File: src/rtl/handshake_dispatcher.sv
// handshake_dispatcher
// Buffers producer words in a small circular FIFO and hands each word to one
// of two peripherals over independent 4-phase send/ack handshakes. Idle
// channels are served round-robin. Each ack arrives from a foreign clock
// domain and is passed through a 2-flop synchroniser before use.
//
// Channel FSM states (one instance per channel):
//   state  | meaning
//   IDLE   | no word held, outsend=0, may be assigned the FIFO head
//   REQ    | outsend=1, outdata held, waiting for synchronised ack high
//   REL    | outsend=0, waiting for synchronised ack low; completion on exit
module handshake_dispatcher #(
    parameter int DATA_W = 16,
    parameter int DEPTH  = 4,
    parameter int CNT_W  = 16
) (
    input  logic              clkCPU,
    input  logic              rst,
    input  logic              in_valid,
    input  logic [DATA_W-1:0] in_data,
    output logic              in_ready,
    input  logic              ack1,
    input  logic              ack2,
    output logic              outsend1,
    output logic              outsend2,
    output logic [DATA_W-1:0] outdata1,
    output logic [DATA_W-1:0] outdata2,
    output logic              busy1,
    output logic              busy2,
    output logic [CNT_W-1:0]  done_count
);

    localparam int AW = $clog2(DEPTH);

    typedef enum logic [1:0] {
        S_IDLE = 2'd0,
        S_REQ  = 2'd1,
        S_REL  = 2'd2
    } ch_state_t;

    // ack synchronisers
    logic r_ack1_meta, r_ack1_sync;
    logic r_ack2_meta, r_ack2_sync;

    // FIFO storage and pointers (index bits plus a wrap bit)
    logic [DATA_W-1:0] r_mem [DEPTH];
    logic [AW:0]       r_wptr;
    logic [AW:0]       r_rptr;

    // channel state, data and round-robin pointer (0 = channel 1 next)
    ch_state_t         r_st1, r_st2;
    ch_state_t         w_st1_nxt, w_st2_nxt;
    logic [DATA_W-1:0] r_outdata1, r_outdata2;
    logic              r_rr_ch2;
    logic [CNT_W-1:0]  r_done_count;

    logic              w_empty, w_full;
    logic              w_push, w_pop;
    logic              w_idle1, w_idle2;
    logic              w_assign1, w_assign2;
    logic              w_done1, w_done2;
    logic [1:0]        w_inc;
    logic [DATA_W-1:0] w_head;

    // Two-flop synchronisers on each ack pin
    always_ff @(posedge clkCPU) begin
        if (rst) begin
            r_ack1_meta <= 1'b0;
            r_ack1_sync <= 1'b0;
            r_ack2_meta <= 1'b0;
            r_ack2_sync <= 1'b0;
        end else begin
            r_ack1_meta <= ack1;
            r_ack1_sync <= r_ack1_meta;
            r_ack2_meta <= ack2;
            r_ack2_sync <= r_ack2_meta;
        end
    end

    // FIFO status: equal pointers are empty, equal index with differing wrap is full
    assign w_empty = (r_wptr == r_rptr);
    assign w_full  = (r_wptr[AW] != r_rptr[AW]) &&
                     (r_wptr[AW-1:0] == r_rptr[AW-1:0]);
    assign w_head  = r_mem[r_rptr[AW-1:0]];

    // A full FIFO refuses a push even if a pop happens on the same edge
    assign w_push  = in_valid && !w_full;

    assign w_idle1 = (r_st1 == S_IDLE);
    assign w_idle2 = (r_st2 == S_IDLE);
    assign w_pop   = !w_empty && (w_idle1 || w_idle2);

    // Channel 1 wins when it is the only idle one, or both are idle and rr names it
    assign w_assign1 = w_pop && w_idle1 && (!w_idle2 || !r_rr_ch2);
    assign w_assign2 = w_pop && !w_assign1;

    // FIFO storage write; contents need no reset since pointers gate reads
    always_ff @(posedge clkCPU) begin
        if (w_push) begin
            r_mem[r_wptr[AW-1:0]] <= in_data;
        end
    end

    // FIFO pointer update
    always_ff @(posedge clkCPU) begin
        if (rst) begin
            r_wptr <= '0;
            r_rptr <= '0;
        end else begin
            if (w_push) begin
                r_wptr <= r_wptr + 1'b1;
            end
            if (w_pop) begin
                r_rptr <= r_rptr + 1'b1;
            end
        end
    end

    // Round-robin pointer moves to the channel not just served
    always_ff @(posedge clkCPU) begin
        if (rst) begin
            r_rr_ch2 <= 1'b0;
        end else if (w_assign1) begin
            r_rr_ch2 <= 1'b1;
        end else if (w_assign2) begin
            r_rr_ch2 <= 1'b0;
        end
    end

    // Channel state registers
    always_ff @(posedge clkCPU) begin
        if (rst) begin
            r_st1 <= S_IDLE;
            r_st2 <= S_IDLE;
        end else begin
            r_st1 <= w_st1_nxt;
            r_st2 <= w_st2_nxt;
        end
    end

    // Channel next-state logic; a synchronised ack seen in IDLE is ignored
    always_comb begin
        w_st1_nxt = r_st1;
        w_st2_nxt = r_st2;
        case (r_st1)
            S_IDLE:  if (w_assign1)    w_st1_nxt = S_REQ;
            S_REQ:   if (r_ack1_sync)  w_st1_nxt = S_REL;
            S_REL:   if (!r_ack1_sync) w_st1_nxt = S_IDLE;
            default: w_st1_nxt = S_IDLE;
        endcase
        case (r_st2)
            S_IDLE:  if (w_assign2)    w_st2_nxt = S_REQ;
            S_REQ:   if (r_ack2_sync)  w_st2_nxt = S_REL;
            S_REL:   if (!r_ack2_sync) w_st2_nxt = S_IDLE;
            default: w_st2_nxt = S_IDLE;
        endcase
    end

    // Output data loaded on assignment and held until the next one
    always_ff @(posedge clkCPU) begin
        if (rst) begin
            r_outdata1 <= '0;
            r_outdata2 <= '0;
        end else begin
            if (w_assign1) begin
                r_outdata1 <= w_head;
            end
            if (w_assign2) begin
                r_outdata2 <= w_head;
            end
        end
    end

    assign w_done1 = (r_st1 == S_REL) && !r_ack1_sync;
    assign w_done2 = (r_st2 == S_REL) && !r_ack2_sync;
    assign w_inc   = {1'b0, w_done1} + {1'b0, w_done2};

    // Completion counter, both channels may finish on the same edge; wraps freely
    always_ff @(posedge clkCPU) begin
        if (rst) begin
            r_done_count <= '0;
        end else begin
            r_done_count <= r_done_count + CNT_W'(w_inc);
        end
    end

    assign in_ready   = !w_full;
    assign outsend1   = (r_st1 == S_REQ);
    assign outsend2   = (r_st2 == S_REQ);
    assign busy1      = !w_idle1;
    assign busy2      = !w_idle2;
    assign outdata1   = r_outdata1;
    assign outdata2   = r_outdata2;
    assign done_count = r_done_count;

endmodule

File: config.mk
export PLATFORM = sky130hd
export DESIGN_NAME = handshake_dispatcher
export DESIGN_NICKNAME = d
export VERILOG_FILES = /design/src/rtl/handshake_dispatcher.sv
export SDC_FILE = /design/constraint.sdc
export NUM_CORES = 1
export LEC_CHECK = 0
export ABC_AREA = 1
export CORE_MARGIN = 2
export CORE_UTILIZATION = 45
export DETAILED_ROUTE_END_ITERATION = 12
export GPL_TIMING_DRIVEN = 1
export PLACE_DENSITY = 0.68
export SKIP_LAST_GASP = 1
export SLEW_MARGIN = 20
export SYNTH_ARGS = -nofsm -noshare
export SYNTH_HDL_FRONTEND = slang
export SYNTH_SLANG_ARGS = --single-unit
File: constraint.sdc
create_clock -name clkCPU -period 2 [get_ports clkCPU]
set_input_delay 0.3 -clock clkCPU [delete_from_list [all_inputs] [get_ports clkCPU]]
set_output_delay 0.3 -clock clkCPU [all_outputs]
set_load 0.02 [all_outputs]
==> summary.txt, run 1 <==
Global route
  – GRT overflow: 0
  – Largest net degree at the start of global routing: 39
  – GRT Total Usage: 18.6%
  – Vias in the first global route: 3791
  – Initial antenna violation count: 0
  – First-pass GRT wire length: 18100 um

Setup path
  – Worst reg-to-reg setup slack: 0.16 ns
  – R2R cell count: 12
  – Crit path to: outsend2
  – Reg2reg end: done_count[12]$_SDFF_PP0_
  – Data required time of the worst path: 1.70 ns
  – CP Capture Type: primary output
  – Critical path type: reg2out
  – Critical path origin: r_st2[0]$_SDFFE_PP0P_
  – FF-to-FF Start: r_st1[0]$_SDFFE_PP0P_
  – Critical Path AT: 1.61 ns
  – Worst-path fanout max: 3
  – Critical path launch point type: flip-flop

Finish
  – Share of layout cells above drive strength 1: 7.09%
  – Fillers: 988
  – Area of the multi-input gates: 1610 um^2
  – Area growth syn-to-layout: 27.5%
  – FF+latch area: 3220 um^2
  – Final #Nets: 692
  – Commonest non-fill, non-tap cell in the layout: nand2_1
  – Post-route insts no fill: 820
  – Number of diodes: 0
  – Most frequent cells in the layout: nand2_1, nor2_1, inv_1

Clock network
  – H-tree depth: 4
  – Clock Path Buffers: 2
  – Clock sink total: approximately 130
  – Worst skew pair latency: approximately 0.41 ns
  – CTS buffer count: 17
  – CTS hold repair buffers: 0
  – CTS tree: done
  – CTS root buffer: clkbuf_16
  – Worst-path clk slew: around 0.050 ns

Placed design
  – Detailed placement HPWL: 7340 um
  – Post-Place Setup Slack: -0.0405 ns
  – Routability cong.: 0.814
  – IO buf count: 73
  – DP Cell Count: 787

Route
  – Drt total wl: 11000 um
  – First-pass DRT Iterations: 5
  – DRC: 0
  – Avg WL per Cell: roughly 13 um
  – Number of DRC markers in iteration 0: ~270
  – Via Count: 3971
  – Post-route antenna net violation count: 0
  – Post-DR vias/cell: 4.84

STA
  – Final period utilization: 95.5%
  – Clk_skew: 0.0105 ns
  – Worst slew margin relative to its limit: 71.4%
  – Max Transition Viols Final: 0
  – F_max: ~520 MHz
  – Final setup margin: 0.0906 ns
  – Final Critical Period: 1.91 ns
  – Unrepaired setup endpoints after global routing: true
  – Final setup violating endpoints: 0
  – Worst-margin pin slew: ~0.43 ns
  – Final hold violations: 0
  – Hold slack: 0.400 ns

Run status
  – Status: finished clean

Synthesis
  – Cell count after synthesis: 580
  – Synth area leaders: edfxtp_1, dfxtp_1, nand2_1
  – Mean area per synthesized cell: approximately 9 um^2
  – Synth warn: 0
  – Mapped cell area: between 5000 and 6000 um^2
  – Syn Nets: 608
  – Cell variety after synth: 26
  – Yosys top cell by area: edfxtp_1
  – Yosys reg bits: 129
  – Yosys top cell area share: between 30% and 40%
  – Seq/Total Area, Yosys: between 60% and 70%

Floorplan
  – Die X: roughly 110 um
  – Core area: roughly 11000 um^2
  – Die height: 112 um
  – Die area: around 13000 um^2
  – I/O pin total: 74
  – Row Count: 39
  – Starting density of the core: 46.1%

Min path
  – Type of the tightest min-delay check: reg2reg

Power and ir drop
  – PD cells: 1420 nW/um^2
  – Leak: 2.75 nW
  – VDD IR-drop max: between 600 and 700 uV
  – Total power: between 9 and 10 mW

Flow run
  – Max cap viols: 0
[registers in the layout, indices dropped and copies added (netlist names), 2 cells and up, named ones only]
| register | cells |
|---|---|
| r_st1 | 2 |
| r_mem | 64 |
| r_rptr | 3 |
| r_st2 | 2 |
| outdata1 | 16 |
| outdata2 | 16 |
| done_count | 16 |
| r_wptr | 3 |
[final cells by class]
| cell class | count | share of cell area (%) |
|---|---|---|
| repair buffers | 84 | 13.0 |
| multi-input cells | 343 | 24.0 |
| well taps | 143 | 2.66 |
| clock inverters | 7 | 0.596 |
| clock buffers | 25 | 6.78 |
| inverters | 89 | 4.98 |
| flip-flops and latches | 129 | 48.0 |
[stage by stage]
step                area, um^2  util (%)  TNS [ns]
floorplan                 5270         -     -9.87
global placement          6200      54.3         0
detailed placement        6200      54.3   -0.0405
CTS                       6700      58.6         0
global route              6710      58.8   -0.0209
finish                    6710      58.8         0
[where the power goes]
part	total, mW	internal [mW]	switching (mW)
Combinational	3.46	1.29	2.18
Clock	2.59	1.57	1.02
Sequential	3.48	3.25	0.235
[cells in the mapped netlist]
cell and number:
o22ai_1 7, nor2_1 117, ha_1 6, o211ai_1 18
dfxtp_1 65, nor3_1 7, a211oi_1 2, inv_2 4
clkbuf_1 3, buf_4 1, nand3_1 10, nand3_4 2
a21oi_1 13, o21ai_0 26, inv_1 85, nand2_1 119
buf_2 9, o21ai_1 4, nand4_1 5, o21a_1 2
buf_6 4, xor2_1 3, buf_1 2, fa_1 1
nand2_4 1, edfxtp_1 64
[metal layers]
metal	vias up	GRT usage, %	wire length [um]
met4	0	7.80	157
met1	1845	22.0	4780
li1	2018	-	-
met2	95	31.7	5540
met3	13	5.56	537
met5	-	0	0
[critical path, stage by stage, from the launching register on]
cell             delay, ns
dfxtp_1               0.32
inv_1                 0.05
nor2_1                0.19
clkdlybuf4s50_1       0.65
[repair_timing]
action	4_1_cts	5_1_grt
resized for setup	2	8
setup buffers	0	1
pin swaps	0	3
setup endpoints to repair	2	5
[how the worst min path moves through the flow]
| stage | from | to | slack [ns] | depth (start not counted) |
|---|---|---|---|---|
| after global placement | r_ack2_meta$_SDFF_PP0_ | r_ack2_sync$_SDFF_PP0_ | 0.40 | 2 |
| after floorplan | r_ack1_meta$_SDFF_PP0_ | r_ack1_sync$_SDFF_PP0_ | 0.39 | 2 |
| after CTS | ack2 | r_ack2_meta$_SDFF_PP0_ | 0.40 | 3 |
| final | r_ack1_meta$_SDFF_PP0_ | r_ack1_sync$_SDFF_PP0_ | 0.40 | 2 |
| after detailed placement | r_ack1_meta$_SDFF_PP0_ | r_ack1_sync$_SDFF_PP0_ | 0.40 | 2 |
| after global routing | ack1 | r_ack1_meta$_SDFF_PP0_ | 0.40 | 3 |
[cell families (layout without fill, tap and decap cells)]
family / count (synthesis) / count (layout) / share of synthesized area, %
AND/OR/NAND/NOR: 261 / 261 / 19.9
flip-flops: 129 / 129 / 61.2
buffers and inverters: 108 / 205 / 8.55
AO/OA/AOI/OAI: 72 / 72 / 8.05
adder cells (fa/ha/maj): 7 / 7 / 1.81
XOR/XNOR: 3 / 3 / 0.499
Note: power is estimated with default switching activity, not from simulation.
==> run 2: changes to the inputs <==
--- a/config.mk
+++ b/config.mk
@@ -5,12 +5,11 @@
 export SDC_FILE = /design/constraint.sdc
 export NUM_CORES = 1
 export LEC_CHECK = 0
-export ABC_AREA = 1
 export CORE_MARGIN = 2
 export CORE_UTILIZATION = 45
 export DETAILED_ROUTE_END_ITERATION = 12
 export GPL_TIMING_DRIVEN = 1
-export PLACE_DENSITY = 0.68
+export PLACE_DENSITY = 0.69
 export SKIP_LAST_GASP = 1
 export SLEW_MARGIN = 20
 export SYNTH_ARGS = -nofsm -noshare
==> constraint.sdc (replaced) <==
create_clock -name clkCPU -period 2 [get_ports clkCPU]
set_input_delay 0.3 -clock clkCPU [delete_from_list [all_inputs] [get_ports clkCPU]]
set_output_delay 0.3 -clock clkCPU [all_outputs]
set_load 0.005 [all_outputs]
==> run 2 against run 1 <==
Compared with the run above: sequential power barely moved; clock power grew 15%; flip-flop and latch count stayed put; fmax down 2.1%; count of clock-buffer cells in the layout fell by 5; combinational power is 12% lower; hold slack worse by 0.23 ns; global-route usage shrank 0.15 points; die area fell by 5.7%; total power shrank 0.28%; critical path type unchanged; largest cell class unchanged; highest routed layer unchanged.
==> summary.txt, run 2 <==
Flow run
  – Max cap viols: 0 (unchanged)

Setup path
  – CP Capture Type: primary output (unchanged)
  – Worst reg-to-reg setup slack: 0.16 ns (about the same)
  – Reg2reg end: done_count[14]$_SDFF_PP0_ (was done_count[12]$_SDFF_PP0_)
  – Critical path type: reg2out (unchanged)
  – Worst-path fanout max: 3 (unchanged)
  – R2R cell count: 6 (was 12)
  – FF-to-FF Start: r_st2[0]$_SDFFE_PP0P_ (was r_st1[0]$_SDFFE_PP0P_)
  – Critical Path AT: 1.65 ns (was 1.61 ns)
  – Critical path launch point type: flip-flop (unchanged)
  – Crit path to: in_ready (was outsend2)
  – Data required time of the worst path: 1.70 ns (about the same)
  – Critical path origin: r_wptr[2]$_SDFFE_PP0P_ (was r_st2[0]$_SDFFE_PP0P_)

Clock network
  – Clock sink total: 129 (unchanged)
  – Worst-path clk slew: 0.06 ns (was 0.05 ns)
  – CTS tree: done (unchanged)
  – CTS root buffer: clkbuf_8 (was clkbuf_16)
  – Clock Path Buffers: 2 (unchanged)
  – CTS buffer count: 17 (unchanged)
  – H-tree depth: 4 (unchanged)
  – Worst skew pair latency: 0.53 ns (was 0.41 ns)

Floorplan
  – Die X: 109 um (was 112 um)
  – I/O pin total: 74 (unchanged)
  – Row Count: 38 (was 39)
  – Die area: 11900 um^2 (was 12600 um^2)
  – Die height: 109 um (was 112 um)
  – Core area: 10800 um^2 (was 11400 um^2)
  – Starting density of the core: 45.9% (was 46.1%)

Synthesis
  – Cell variety after synth: 42 (was 26)
  – Yosys top cell area share: 38.8% (was 36.5%)
  – Top post-synthesis cells by count: dfxtp_1, edfxtp_1, nor2_1 (was nand2_1, nor2_1, inv_1)
  – Most common flop cell mapped by yosys: dfxtp_1 (unchanged)
  – Yosys top cell by area: edfxtp_1 (unchanged)
  – Syn Nets: 370 (was 608)
  – Cell count after synthesis: 342 (was 580)
  – Mapped cell area: 4960 um^2 (was 5270 um^2)
  – Seq/Total Area, Yosys: 65.0% (was 61.2%)
  – Count leader, synth: dfxtp_1 (was nand2_1)
  – Yosys reg bits: 129 (unchanged)
  – Number of synthesized flops with an enable pin: 64 (unchanged)
  – Synth area leaders: edfxtp_1, dfxtp_1, mux4_2 (was edfxtp_1, dfxtp_1, nand2_1)
  – Asr flop ratio synth: 0% (unchanged)
  – Synth warn: 0 (unchanged)
  – Mean area per synthesized cell: 14.5 um^2 (was 9.08 um^2)

Global route
  – Largest net degree at the start of global routing: 25 (was 39)
  – Initial antenna violation count: 0 (unchanged)
  – First-pass GRT wire length: 15800 um (was 18100 um)
  – Met1 Track Usage GR: 21.6% (was 22.0%)
  – GRT overflow: 0 (unchanged)
  – GR Util met2: 30.2% (was 31.7%)
  – Gr busiest metal: met2 (unchanged)
  – Vias in the first global route: 3146 (was 3791)
  – Met3 Track Usage GR: 6.22% (was 5.56%)
  – GRT Total Usage: 18.4% (was 18.6%)

STA
  – Final Critical Period: 1.95 ns (was 1.91 ns)
  – Final setup margin: 0.0503 ns (was 0.0906 ns)
  – Unrepaired setup endpoints after global routing: true (unchanged)
  – Worst-margin pin slew: 0.453 ns (was 0.429 ns)
  – Final hold violations: 0 (unchanged)
  – Final period utilization: 97.5% (was 95.5%)
  – Max Transition Viols Final: 0 (unchanged)
  – F_max: 513 MHz (was 524 MHz)
  – Setup total negative slack: 0 ns (unchanged)
  – Worst slew margin relative to its limit: 69.8% (was 71.4%)
  – Clk_skew: 0.00801 ns (was 0.0105 ns)
  – Final setup violating endpoints: 0 (unchanged)

Placed design
  – Area after DPL: 5990 um^2 (was 6200 um^2)
  – IO buf count: 73 (unchanged)
  – Detailed placement HPWL: 6590 um (was 7340 um)
  – Routability cong.: 0.766 (was 0.814)
  – Post-Place Setup Slack: 0.0342 ns (was -0.0405 ns)

Power and ir drop
  – Switching power: 2.75 mW (was 3.43 mW)
  – Leak: 2.57 nW (was 2.75 nW)
  – Reg power frac: 36.7% (was 36.5%)
  – Switching share of power: 28.9% (was 36.0%)
  – PD cells: 1430 nW/um^2 (was 1420 nW/um^2)
  – Total power: 9.50 mW (was 9.53 mW)
  – Internal power: 6.76 mW (was 6.10 mW)
  – VDD IR-drop max: 951 uV (was 690 uV)
  – Clk pwr share: 31.4% (was 27.1%)
  – Logic pwr share: 31.9% (was 36.4%)

Finish
  – Commonest non-fill, non-tap cell in the layout: clkdlybuf4s50_1 (was nand2_1)
  – Area growth syn-to-layout: 34.2% (was 27.5%)
  – Share of layout cells above drive strength 1: 20.9% (was 7.09%)
  – Final #Nets: 475 (was 692)
  – Fillers: 805 (was 988)
  – Most frequent cells in the layout: clkdlybuf4s50_1, edfxtp_1, dfxtp_1 (was nand2_1, nor2_1, inv_1)
  – Fin util: 61.6% (was 58.8%)
  – Max FFs per register: 64 (unchanged)
  – Number of diodes: 0 (unchanged)
  – Design area: 6650 um^2 (was 6710 um^2)

Min path
  – Type of the tightest min-delay check: in2reg (was reg2reg)

Route
  – First-pass DRT Iterations: 4 (was 5)
  – Post-route antenna net violation count: 0 (unchanged)
  – Drt total wl: 9810 um (was 11000 um)
  – DRC: 0 (unchanged)
  – Number of DRC markers in iteration 0: 117 (was 271)
  – Via Count: 3036 (was 3971)
  – Post-DR vias/cell: 5.06 (was 4.84)
  – Avg WL per Cell: 16.4 um (was 13.4 um)

Run status
  – Status: finished clean (unchanged)
==> run 2: what timing repair did <==
item	in CTS	in global routing
setup buffers	1	3
gates resized for setup	13	5
gates cloned	0	0
hold buffers	0	0
pin swaps	1	3
setup endpoints to repair	5	29
==> run 2: cell type report <==
cell class                      instances  area, um^2  area share (%)
Sequential cell                       129        3230            48.5
Multi-Input combinational cell        192        1660            25.0
Timing Repair Buffer                  102         978            14.7
Clock buffer                           20         467            7.02
Tap cell                              140         175            2.63
Clock inverter                         12         120            1.81
Inverter                                5        18.8           0.282
==> run 2: per-stage QoR <==
step	hold slack, ns	instances
3_3_place_gp	0.432	564
6_report	0.168	600
2_1_floorplan	0.399	342
3_5_place_dp	0.424	564
4_1_cts	0.150	597
5_1_grt	0.183	600
==> run 2: worst min path at each step <==
stage                                 from                  endpoint  slack (ns)  depth (start not counted)
floorplan                       in_data[0]     r_mem[0][0]$_DFFE_PP_        0.40                          0
global placement    r_ack2_meta$_SDFF_PP0_    r_ack2_sync$_SDFF_PP0_        0.43                          1
detailed placement  r_ack1_meta$_SDFF_PP0_    r_ack1_sync$_SDFF_PP0_        0.42                          1
CTS                                    rst  done_count[6]$_SDFF_PP0_        0.15                          2
global route                           rst  outdata1[4]$_SDFFE_PP0P_        0.18                          2
finish                                 rst  outdata2[5]$_SDFFE_PP0P_        0.17                          2
==> run 2: worst max-delay path, stage by stage, from the launching register on <==
cell,delay [ns]
dfxtp_1,0.34
buf_4,0.15
xnor2_1,0.15
or3_4,0.35
buf_2,0.13
==> run 2: metal layers <==
metal	vias up	routed length (um)
met4	0	224
li1	1453	-
met2	69	4930
met3	24	470
met1	1490	4190
met5	-	0
==> run 2: logic make-up after synthesis <==
logic type,after synthesis,share of synthesized area (%)
mux,51,14.4
buf+inv,21,2.70
compound gates,17,2.65
flops,129,65.0
simple gates,99,9.87
fa+ha+maj,7,1.92
xor+xnor,18,3.48
==> run 2: power groups by stage <==
stage          sequential [mW]  clock (mW)  combinational (mW)
3_5_place_dp              3.52           0                2.96
2_1_floorplan             3.51           0                1.77
3_3_place_gp              3.50           0                2.88
5_1_grt                   3.53        3.15                3.29
6_report                  3.49        2.99                3.03
4_1_cts                   3.48        3.04                3.03
